File: config.mk
export PLATFORM = sky130hd
export DESIGN_NAME = axi_lite_led_pwm_flat
export DESIGN_NICKNAME = d
export VERILOG_FILES = /design/src/rtl/led_pwm_pkg.sv /design/src/rtl/axi_lite_led_pwm_if.sv /design/src/rtl/led_pwm_core.sv /design/src/rtl/axi_lite_led_pwm.sv /design/src/flat_wrapper.sv
export SDC_FILE = /design/constraint.sdc
export NUM_CORES = 1
export LEC_CHECK = 0
export ABC_AREA = 1
export BUFFER_PORTS_ARGS = -buffer_cell sky130_fd_sc_hd__buf_4
export CAP_MARGIN = 15
export CELL_PAD_IN_SITES_DETAIL_PLACEMENT = 1
export CELL_PAD_IN_SITES_GLOBAL_PLACEMENT = 2
export CORE_AREA = 4 4 206 208
export CTS_CLUSTER_SIZE = 16
export DETAILED_ROUTE_END_ITERATION = 10
export DIE_AREA = 0 0 210 212
export GPL_TIMING_DRIVEN = 0
export PLACE_DENSITY_LB_ADDON = 0.3
export SETUP_SLACK_MARGIN = 0.2
export SLEW_MARGIN = 10
export SYNTH_ARGS = -nofsm -noshare
export SYNTH_HDL_FRONTEND = slang
export SYNTH_SLANG_ARGS = --single-unit
File: constraint.sdc
create_clock -name S_AXI_ACLK -period 2.1 [get_ports S_AXI_ACLK]
set_input_delay 0.42 -clock S_AXI_ACLK [delete_from_list [all_inputs] [get_ports S_AXI_ACLK]]
set_output_delay 0.42 -clock S_AXI_ACLK [all_outputs]
set_load 0.02 [all_outputs]
File: src/rtl/led_pwm_pkg.sv
// led_pwm_pkg: register map, response codes and write-strobe merge for the LED PWM block
package led_pwm_pkg;
  localparam logic [31:0] ADDR_CTRL     = 32'h00;
  localparam logic [31:0] ADDR_PRESCALE = 32'h04;
  localparam logic [31:0] ADDR_STATUS   = 32'h08;
  localparam logic [31:0] ADDR_BLINK    = 32'h0C;
  localparam logic [31:0] ADDR_DUTY0    = 32'h10;
  localparam logic [1:0] RESP_OKAY   = 2'b00;
  localparam logic [1:0] RESP_SLVERR = 2'b10;
  function automatic logic [31:0] strb_merge(input logic [31:0] old, input logic [31:0] d, input logic [3:0] s);
    logic [31:0] r;
    for (int b = 0; b < 4; b++) r[8*b +: 8] = s[b] ? d[8*b +: 8] : old[8*b +: 8];
    return r;
  endfunction
endpackage

File: src/rtl/axi_lite_led_pwm_if.sv
// axi_lite_led_pwm_if: AXI4-Lite bus bundle for the LED PWM register bank
interface axi_lite_led_pwm_if #(parameter int ADDR_W = 8, parameter int DATA_W = 32);
  logic [ADDR_W-1:0] awaddr, araddr;
  logic [2:0] awprot, arprot;
  logic awvalid, awready, wvalid, wready, bvalid, bready, arvalid, arready, rvalid, rready;
  logic [DATA_W-1:0] wdata, rdata;
  logic [DATA_W/8-1:0] wstrb;
  logic [1:0] bresp, rresp;
  modport master(
    output awaddr, awprot, awvalid, wdata, wstrb, wvalid, bready, araddr, arprot, arvalid, rready,
    input awready, wready, bresp, bvalid, arready, rdata, rresp, rvalid
  );
  modport slave(
    input awaddr, awprot, awvalid, wdata, wstrb, wvalid, bready, araddr, arprot, arvalid, rready,
    output awready, wready, bresp, bvalid, arready, rdata, rresp, rvalid
  );
endinterface

File: src/rtl/led_pwm_core.sv
// led_pwm_core: prescaler, PWM counter, shadow/active duty and per-channel comparators
// LED_PWM_BLINK_EN adds the 24-bit tick counter used to gate masked channels.
module led_pwm_core
  import led_pwm_pkg::*;
#(
  parameter int N_CH       = 8,
  parameter int PWM_BITS   = 8,
  parameter int PRESCALE_W = 16
) (
  input  logic                           clk,
  input  logic                           rst_n,
  input  logic                           en,
  input  logic [PRESCALE_W-1:0]          prescale,
  input  logic [N_CH-1:0]                duty_we,
  input  logic [PWM_BITS:0]              duty_wd,
`ifdef LED_PWM_BLINK_EN
  input  logic [N_CH-1:0]                blink_mask,
  input  logic [7:0]                     blink_p,
`endif
  output logic [N_CH-1:0][PWM_BITS:0]    duty_sh,
  output logic [N_CH-1:0]                led
);
  logic [PRESCALE_W-1:0] pre_cnt;
  logic [PWM_BITS-1:0] pwm_cnt;
  logic [N_CH-1:0][PWM_BITS:0] duty_act;
  logic [N_CH-1:0] gate;
  logic tick, wrap;
  // equality compare lets a shrunken PRESCALE run the count to its natural wrap
  assign tick = pre_cnt == prescale;
  assign wrap = tick && pwm_cnt == '1;
`ifdef LED_PWM_BLINK_EN
  logic [23:0] tick_cnt;
  logic [4:0] bit_sel;
  assign bit_sel = blink_p > 8'd23 ? 5'd23 : blink_p[4:0];
  assign gate = ~blink_mask | {N_CH{tick_cnt[bit_sel]}};
  always_ff @(posedge clk or negedge rst_n)
    if (!rst_n) tick_cnt <= '0;
    else if (en && tick) tick_cnt <= tick_cnt + 1'b1;
`else
  assign gate = '1;
`endif
  always_ff @(posedge clk or negedge rst_n)
    if (!rst_n) begin
      pre_cnt  <= '0;
      pwm_cnt  <= '0;
      duty_sh  <= '0;
      duty_act <= '0;
      led      <= '0;
    end else begin
      pre_cnt <= !en || tick ? '0 : pre_cnt + 1'b1;
      pwm_cnt <= !en ? '0 : pwm_cnt + PWM_BITS'(tick);
      for (int i = 0; i < N_CH; i++) begin
        if (duty_we[i]) duty_sh[i] <= duty_wd;
        if (!en || wrap) duty_act[i] <= duty_sh[i];
        led[i] <= en && gate[i] && ({1'b0, pwm_cnt} < duty_act[i]);
      end
    end
endmodule

File: src/rtl/axi_lite_led_pwm.sv
// axi_lite_led_pwm: AXI4-Lite register bank driving N_CH PWM LED outputs
// Define LED_PWM_BLINK_EN to map BLINK at 0x0C and build the blink gating.
module axi_lite_led_pwm
  import led_pwm_pkg::*;
#(
  parameter int C_S_AXI_DATA_WIDTH = 32,
  parameter int C_S_AXI_ADDR_WIDTH = 8,
  parameter int N_CH               = 8,
  parameter int PWM_BITS           = 8,
  parameter int PRESCALE_W         = 16
) (
  input  logic                   S_AXI_ACLK,
  input  logic                   S_AXI_ARESETn,
  axi_lite_led_pwm_if.slave      s_axi,
  output logic [N_CH-1:0]        led_o
);
  logic en, wr, rd, aw_go, w_hit, w_ok, r_ok, unused;
  logic [PRESCALE_W-1:0] prescale;
  logic [31:0] w_a, r_a, w_old, w_new, r_val;
  logic [N_CH-1:0] duty_we;
  logic [N_CH-1:0][PWM_BITS:0] duty_sh;
`ifdef LED_PWM_BLINK_EN
  logic [N_CH-1:0] blink_mask;
  logic [7:0] blink_p;
`endif
  function automatic logic [32:0] reg_rd(input logic [31:0] a);
    logic [32:0] r;
    r = '0;
    if (a == ADDR_CTRL) r = {1'b1, 31'b0, en};
    else if (a == ADDR_PRESCALE) r = {1'b1, 32'(prescale)};
    else if (a == ADDR_STATUS) r = {1'b1, 32'(led_o)};
`ifdef LED_PWM_BLINK_EN
    else if (a == ADDR_BLINK) r = {1'b1, 32'(blink_mask) | {blink_p, 24'b0}};
`endif
    for (int i = 0; i < N_CH; i++) if (a == ADDR_DUTY0 + 32'(4*i)) r = {1'b1, 32'(duty_sh[i])};
    return r;
  endfunction
  assign w_a = 32'(s_axi.awaddr) & ~32'h3;
  assign r_a = 32'(s_axi.araddr) & ~32'h3;
  assign wr = s_axi.awready && s_axi.awvalid && s_axi.wvalid;
  assign rd = s_axi.arready && s_axi.arvalid;
  assign aw_go = s_axi.awvalid && s_axi.wvalid && !s_axi.bvalid && !s_axi.awready;
  assign unused = ^{s_axi.awprot, s_axi.arprot, w_new};
  always_comb begin
    {w_hit, w_old} = reg_rd(w_a);
    {r_ok, r_val} = reg_rd(r_a);
    w_ok = w_hit && w_a != ADDR_STATUS;
    w_new = strb_merge(w_old, s_axi.wdata, s_axi.wstrb);
    for (int i = 0; i < N_CH; i++) duty_we[i] = wr && w_a == ADDR_DUTY0 + 32'(4*i);
  end
  always_ff @(posedge S_AXI_ACLK or negedge S_AXI_ARESETn)
    if (!S_AXI_ARESETn) begin
      s_axi.awready <= 1'b0;
      s_axi.wready  <= 1'b0;
      s_axi.bvalid  <= 1'b0;
      s_axi.bresp   <= RESP_OKAY;
      s_axi.arready <= 1'b0;
      s_axi.rvalid  <= 1'b0;
      s_axi.rdata   <= '0;
      s_axi.rresp   <= RESP_OKAY;
      en            <= 1'b0;
      prescale      <= '0;
`ifdef LED_PWM_BLINK_EN
      blink_mask    <= '0;
      blink_p       <= '0;
`endif
    end else begin
      s_axi.awready <= aw_go;
      s_axi.wready  <= aw_go;
      if (wr) begin
        s_axi.bvalid <= 1'b1;
        s_axi.bresp  <= w_ok ? RESP_OKAY : RESP_SLVERR;
      end else if (s_axi.bready) s_axi.bvalid <= 1'b0;
      if (wr && w_a == ADDR_CTRL) en <= w_new[0];
      if (wr && w_a == ADDR_PRESCALE) prescale <= w_new[PRESCALE_W-1:0];
`ifdef LED_PWM_BLINK_EN
      if (wr && w_a == ADDR_BLINK) begin
        blink_mask <= w_new[N_CH-1:0];
        blink_p    <= w_new[31:24];
      end
`endif
      s_axi.arready <= s_axi.arvalid && !s_axi.rvalid && !s_axi.arready;
      // register values are sampled before this edge's write lands
      if (rd) begin
        s_axi.rvalid <= 1'b1;
        s_axi.rdata  <= r_val;
        s_axi.rresp  <= r_ok ? RESP_OKAY : RESP_SLVERR;
      end else if (s_axi.rready) s_axi.rvalid <= 1'b0;
    end
  led_pwm_core #(.N_CH(N_CH), .PWM_BITS(PWM_BITS), .PRESCALE_W(PRESCALE_W)) u_core (
    .clk        (S_AXI_ACLK),
    .rst_n      (S_AXI_ARESETn),
    .en         (en),
    .prescale   (prescale),
    .duty_we    (duty_we),
    .duty_wd    (w_new[PWM_BITS:0]),
`ifdef LED_PWM_BLINK_EN
    .blink_mask (blink_mask),
    .blink_p    (blink_p),
`endif
    .duty_sh    (duty_sh),
    .led        (led_o)
  );
endmodule
File: src/flat_wrapper.sv
// flat-port wrapper written by rule: the top's interface ports become plain ports
module axi_lite_led_pwm_flat import led_pwm_pkg::*;
#(
  parameter int C_S_AXI_DATA_WIDTH = 32,
  parameter int C_S_AXI_ADDR_WIDTH = 8,
  parameter int N_CH               = 8,
  parameter int PWM_BITS           = 8,
  parameter int PRESCALE_W         = 16
)
  (S_AXI_ACLK, S_AXI_ARESETn, led_o, s_axi_awaddr, s_axi_awprot, s_axi_awvalid, s_axi_wdata, s_axi_wstrb, s_axi_wvalid, s_axi_bready, s_axi_araddr, s_axi_arprot, s_axi_arvalid, s_axi_rready, s_axi_awready, s_axi_wready, s_axi_bresp, s_axi_bvalid, s_axi_arready, s_axi_rdata, s_axi_rresp, s_axi_rvalid);
  axi_lite_led_pwm_if s_axi_i ();
  input  logic S_AXI_ACLK;
  input  logic S_AXI_ARESETn;
  output logic [N_CH-1:0] led_o;
  input wire logic [$bits(s_axi_i.awaddr)-1:0] s_axi_awaddr;
  input wire logic [$bits(s_axi_i.awprot)-1:0] s_axi_awprot;
  input wire logic [$bits(s_axi_i.awvalid)-1:0] s_axi_awvalid;
  input wire logic [$bits(s_axi_i.wdata)-1:0] s_axi_wdata;
  input wire logic [$bits(s_axi_i.wstrb)-1:0] s_axi_wstrb;
  input wire logic [$bits(s_axi_i.wvalid)-1:0] s_axi_wvalid;
  input wire logic [$bits(s_axi_i.bready)-1:0] s_axi_bready;
  input wire logic [$bits(s_axi_i.araddr)-1:0] s_axi_araddr;
  input wire logic [$bits(s_axi_i.arprot)-1:0] s_axi_arprot;
  input wire logic [$bits(s_axi_i.arvalid)-1:0] s_axi_arvalid;
  input wire logic [$bits(s_axi_i.rready)-1:0] s_axi_rready;
  output wire logic [$bits(s_axi_i.awready)-1:0] s_axi_awready;
  output wire logic [$bits(s_axi_i.wready)-1:0] s_axi_wready;
  output wire logic [$bits(s_axi_i.bresp)-1:0] s_axi_bresp;
  output wire logic [$bits(s_axi_i.bvalid)-1:0] s_axi_bvalid;
  output wire logic [$bits(s_axi_i.arready)-1:0] s_axi_arready;
  output wire logic [$bits(s_axi_i.rdata)-1:0] s_axi_rdata;
  output wire logic [$bits(s_axi_i.rresp)-1:0] s_axi_rresp;
  output wire logic [$bits(s_axi_i.rvalid)-1:0] s_axi_rvalid;
  assign s_axi_i.awaddr = s_axi_awaddr;
  assign s_axi_i.awprot = s_axi_awprot;
  assign s_axi_i.awvalid = s_axi_awvalid;
  assign s_axi_i.wdata = s_axi_wdata;
  assign s_axi_i.wstrb = s_axi_wstrb;
  assign s_axi_i.wvalid = s_axi_wvalid;
  assign s_axi_i.bready = s_axi_bready;
  assign s_axi_i.araddr = s_axi_araddr;
  assign s_axi_i.arprot = s_axi_arprot;
  assign s_axi_i.arvalid = s_axi_arvalid;
  assign s_axi_i.rready = s_axi_rready;
  assign s_axi_awready = s_axi_i.awready;
  assign s_axi_wready = s_axi_i.wready;
  assign s_axi_bresp = s_axi_i.bresp;
  assign s_axi_bvalid = s_axi_i.bvalid;
  assign s_axi_arready = s_axi_i.arready;
  assign s_axi_rdata = s_axi_i.rdata;
  assign s_axi_rresp = s_axi_i.rresp;
  assign s_axi_rvalid = s_axi_i.rvalid;
  axi_lite_led_pwm #(.C_S_AXI_DATA_WIDTH(C_S_AXI_DATA_WIDTH), .C_S_AXI_ADDR_WIDTH(C_S_AXI_ADDR_WIDTH), .N_CH(N_CH), .PWM_BITS(PWM_BITS), .PRESCALE_W(PRESCALE_W)) u_core (.S_AXI_ACLK(S_AXI_ACLK), .S_AXI_ARESETn(S_AXI_ARESETn), .s_axi(s_axi_i), .led_o(led_o));
endmodule
==> results.sh <==
export IMPL_outcome="finished, violations left"
export IMPL_violations="setup timing"
export IMPL_routabilityCongestion=0.929
export IMPL_dp_hpwl_um=34000
export IMPL_synthTopCellsByArea="dfrtp_1 45%, nand2_1 17%, ha_1 6.1%, inv_1 4.8%, nor2_1 4.3%"
export IMPL_grt_pass1_vias=11500
export IMPL_grt_max_degree=79
export IMPL_io_pins=114
export IMPL_synth_top_cell_area_share_pct=44.8
export IMPL_drt_iter0_drc=582
export IMPL_cts_inserted_buffers=27
export IMPL_yosys_warnings=0
export IMPL_tightest_slew_ns=0.764
export IMPL_swShare_pct=26.1
export IMPL_clock_latency_ns=0.56
export IMPL_ys_types=45
export IMPL_die_height_um=212
export IMPL_clk_pin_slew_worst_paths_ns=0.06
export IMPL_reg2regPathDepth=12
export IMPL_grt_overflow=0
export IMPL_synthToLayoutAreaGrowth_pct=37.9
export IMPL_io_buffers=63
export IMPL_hold_path_depth=2
export IMPL_async_reset_ff_share_pct=100
export IMPL_peakVddDrop_mv=0.566
export IMPL_placed_cell_area_um2=13300
export IMPL_synth_top_cell_by_area="dfrtp_1"
export IMPL_critPathRequiredTime_ns=2.58
export IMPL_drive_gt1_share_pct=30.9
export IMPL_pre_cts_slack_ns=-0.802
export IMPL_yosysSeqAreaShare_pct=44.8
export IMPL_setup_violations=69
export IMPL_clock_skew_ns=0.0184
export IMPL_rsz0062_at_grt="true"
export IMPL_htreeDepth=1
export IMPL_crit_type="reg -> reg"
export IMPL_final_nets=1873
export IMPL_antenna_left=0
export IMPL_antenna_found_initial=0
export IMPL_cts_tree="yes"
export IMPL_p_switching_mw=2.66
export IMPL_powerDensity_nw_per_um2=614
export IMPL_cts_path_max_buffers=3
export IMPL_cp_arrival_ns=2.71
export IMPL_cts_sinks=215
export IMPL_avgSynthCellArea_um2=7.69
export IMPL_postRouteWirelength_um=48100
export IMPL_synth_seq_cells=215
export IMPL_start_kind="flop"
export IMPL_period_share_pct=106
export IMPL_slew_headroom_pct=49.0
export IMPL_num_rows=74
export IMPL_end_kind="flop"
export IMPL_p_leak_nw=8.12
export IMPL_core_area_um2=40600
export IMPL_fp_dieArea_um2=44500
export IMPL_via_per_inst=4.93
export IMPL_synthFlopType="dfrtp_1"
export IMPL_wl_per_cell_um=20.9
export IMPL_synthesis_area_um2=12000
export IMPL_antennaDiodeCount=0
export IMPL_synth_edf_count=0
export IMPL_grt_usage_pct=20.9
export IMPL_hold_viol=0
export IMPL_p_seq_share_pct=42.5
export IMPL_syn_inst=1562
export IMPL_intPower_mw=7.52
export IMPL_period_needed_ns=2.23
export IMPL_maxCapViolations=0
export IMPL_drtPass1Iterations=5
export IMPL_drc=0
export IMPL_maxSlewViolCount=0
export IMPL_cts_root_buffer="clkbuf_16"
export IMPL_design_area_um2=16600
export IMPL_nFillCells=4795
export IMPL_path_max_fanout=5
export IMPL_die_width_um=210
export IMPL_combPwrFrac_pct=10.1
export IMPL_floorplan_initialDensity_pct=29.6
export IMPL_grt_pass1_wl_um=71600
export IMPL_max_freq_mhz=448
export IMPL_min_path_type="in -> reg"
export IMPL_power_share_clock_pct=47.4
export IMPL_num_vias=11300
export IMPL_setup_ws_ns=-0.130
==> final cells by class <==
cell class,instances,area (um^2),share of cell area (%)
Sequential cell,215,5410,32.6
Timing Repair Buffer,140,1440,8.70
Clock buffer,39,771,4.65
Clock inverter,9,130,0.786
Inverter,190,723,4.37
Buffer,50,528,3.19
Tap cell,532,666,4.02
Multi-Input combinational cell,1125,6900,41.6
==> power groups by stage <==
stage                     sequential [mW]  clock [mW]  combinational [mW]
after floorplan                      4.43           0               0.396
after global placement               4.39           0               0.847
after detailed placement             4.39           0               0.872
after CTS                            4.33        4.96               0.972
after global routing                 4.34        5.10                1.12
final                                4.33        4.83                1.02
==> metrics by stage <==
stage          hold slack [ns]  util [%]  TNS (ns)  std cells  power [mW]
3_3_place_gp             0.437      32.6   -345.86       2174        5.24
4_1_cts                 0.0321      38.4     -3.61       2267        10.3
3_5_place_dp             0.405      32.7    -95.95       2176        5.27
5_1_grt                 0.0548      40.8    -13.05       2300        10.6
6_report                0.0663      40.8     -4.82       2300        10.2
2_1_floorplan            0.124         -         0       1579        4.83
==> cell families after synthesis <==
logic type,after synthesis,synth area share (%)
AO/OA/AOI/OAI,206,10.7
XOR/XNOR,11,0.802
adder cells (fa/ha/maj),59,6.15
buffers and inverters,240,8.91
flip-flops,215,44.8
other,1,0.0312
AND/OR/NAND/NOR,830,28.6
==> registers in the layout (all words and copies together), names as in the netlist <==
register	cells
u_core.u_core.led	8
u_core.u_core.pwm_cnt	8
u_core.s_axi.awready	1
u_core.s_axi.rdata	16
u_core.u_core.duty_act	72
u_core.s_axi.rvalid	1
u_core.en	1
u_core.s_axi.bresp	1
u_core.prescale	16
u_core.u_core.pre_cnt	16
u_core.s_axi.rresp	1
u_core.s_axi.bvalid	1
u_core.s_axi.arready	1
u_core.u_core.duty_sh	72
==> layer usage <==
layer	wire length, um	global-route usage (%)	up-vias
met5	0	0	-
met4	995	3.76	0
met3	1510	2.11	46
met2	23100	34.8	193
met1	22500	30.0	5756
li1	-	-	5349
==> synthesized netlist by cell type, drive strengths merged (8+ instances only) <==
library cell  instances
ha                   59
dfrtp               215
nor2                157
o211ai                8
nand4                33
o21ai                70
nand2               557
clkbuf                8
nor3                 20
inv                 186
nand3                52
xor2                 10
buf                  42
a21oi               102
==> worst paths after layout <==
path | to | startpoint | slack (ns)
worst max register to register | u_core.u_core.duty_act[50] | u_core.u_core.pre_cnt[5] | -0.13
min in group asynchronous | u_core.u_core.pre_cnt[5] | S_AXI_ARESETn | 0.42
worst min-delay path | u_core.s_axi.bvalid | s_axi_bready | 0.07
worst max-delay path | u_core.u_core.duty_act[50] | u_core.u_core.pre_cnt[5] | -0.13
worst min register to register | u_core.s_axi.awready | u_core.s_axi.bvalid | 0.45
max in group asynchronous | u_core.u_core.pwm_cnt[1] | S_AXI_ARESETn | 0.86
==> critical path: stages, from the launching register on <==
cell	delay (ns)
dfrtp_1	0.44
inv_1	0.15
nand2_1	0.09
a21oi_2	0.18
nand4_1	0.10
buf_4	0.17
o21ai_4	0.23
nand2_4	0.12
buf_12	0.16
buf_12	0.14
buf_12	0.12
buf_16	0.13
a21oi_2	0.12
==> layout by cell type (no fill, tap or decap), types with 11 or more instances in the layout <==
| cell type | instances |
|---|---|
| o21ai_2 | 21 |
| nand2_1 | 493 |
| a21oi_2 | 53 |
| conb_1 | 18 |
| buf_16 | 12 |
| o21ai_0 | 28 |
| inv_2 | 39 |
| buf_4 | 126 |
| buf_6 | 14 |
| nor2_4 | 71 |
| nand2_4 | 27 |
| nor2_1 | 70 |
| nand2_2 | 36 |
| nand3_1 | 42 |
| buf_12 | 18 |
| clkbuf_1 | 11 |
| ha_1 | 54 |
| o21ai_1 | 18 |
| dfrtp_1 | 203 |
| clkbuf_16 | 28 |
| nand4_1 | 32 |
| inv_1 | 145 |
| nor2_2 | 16 |
| a21oi_1 | 49 |
==> repair_timing <==
action	in CTS	in global routing
pin swaps	33	68
endpoints found under the setup margin	189	201
setup buffers	32	31
endpoints found under the hold margin	61	0
hold buffers	1	0
cloned	10	2
gates resized for setup	246	178
No activity file was read; power rests on OpenSTA's default activity.
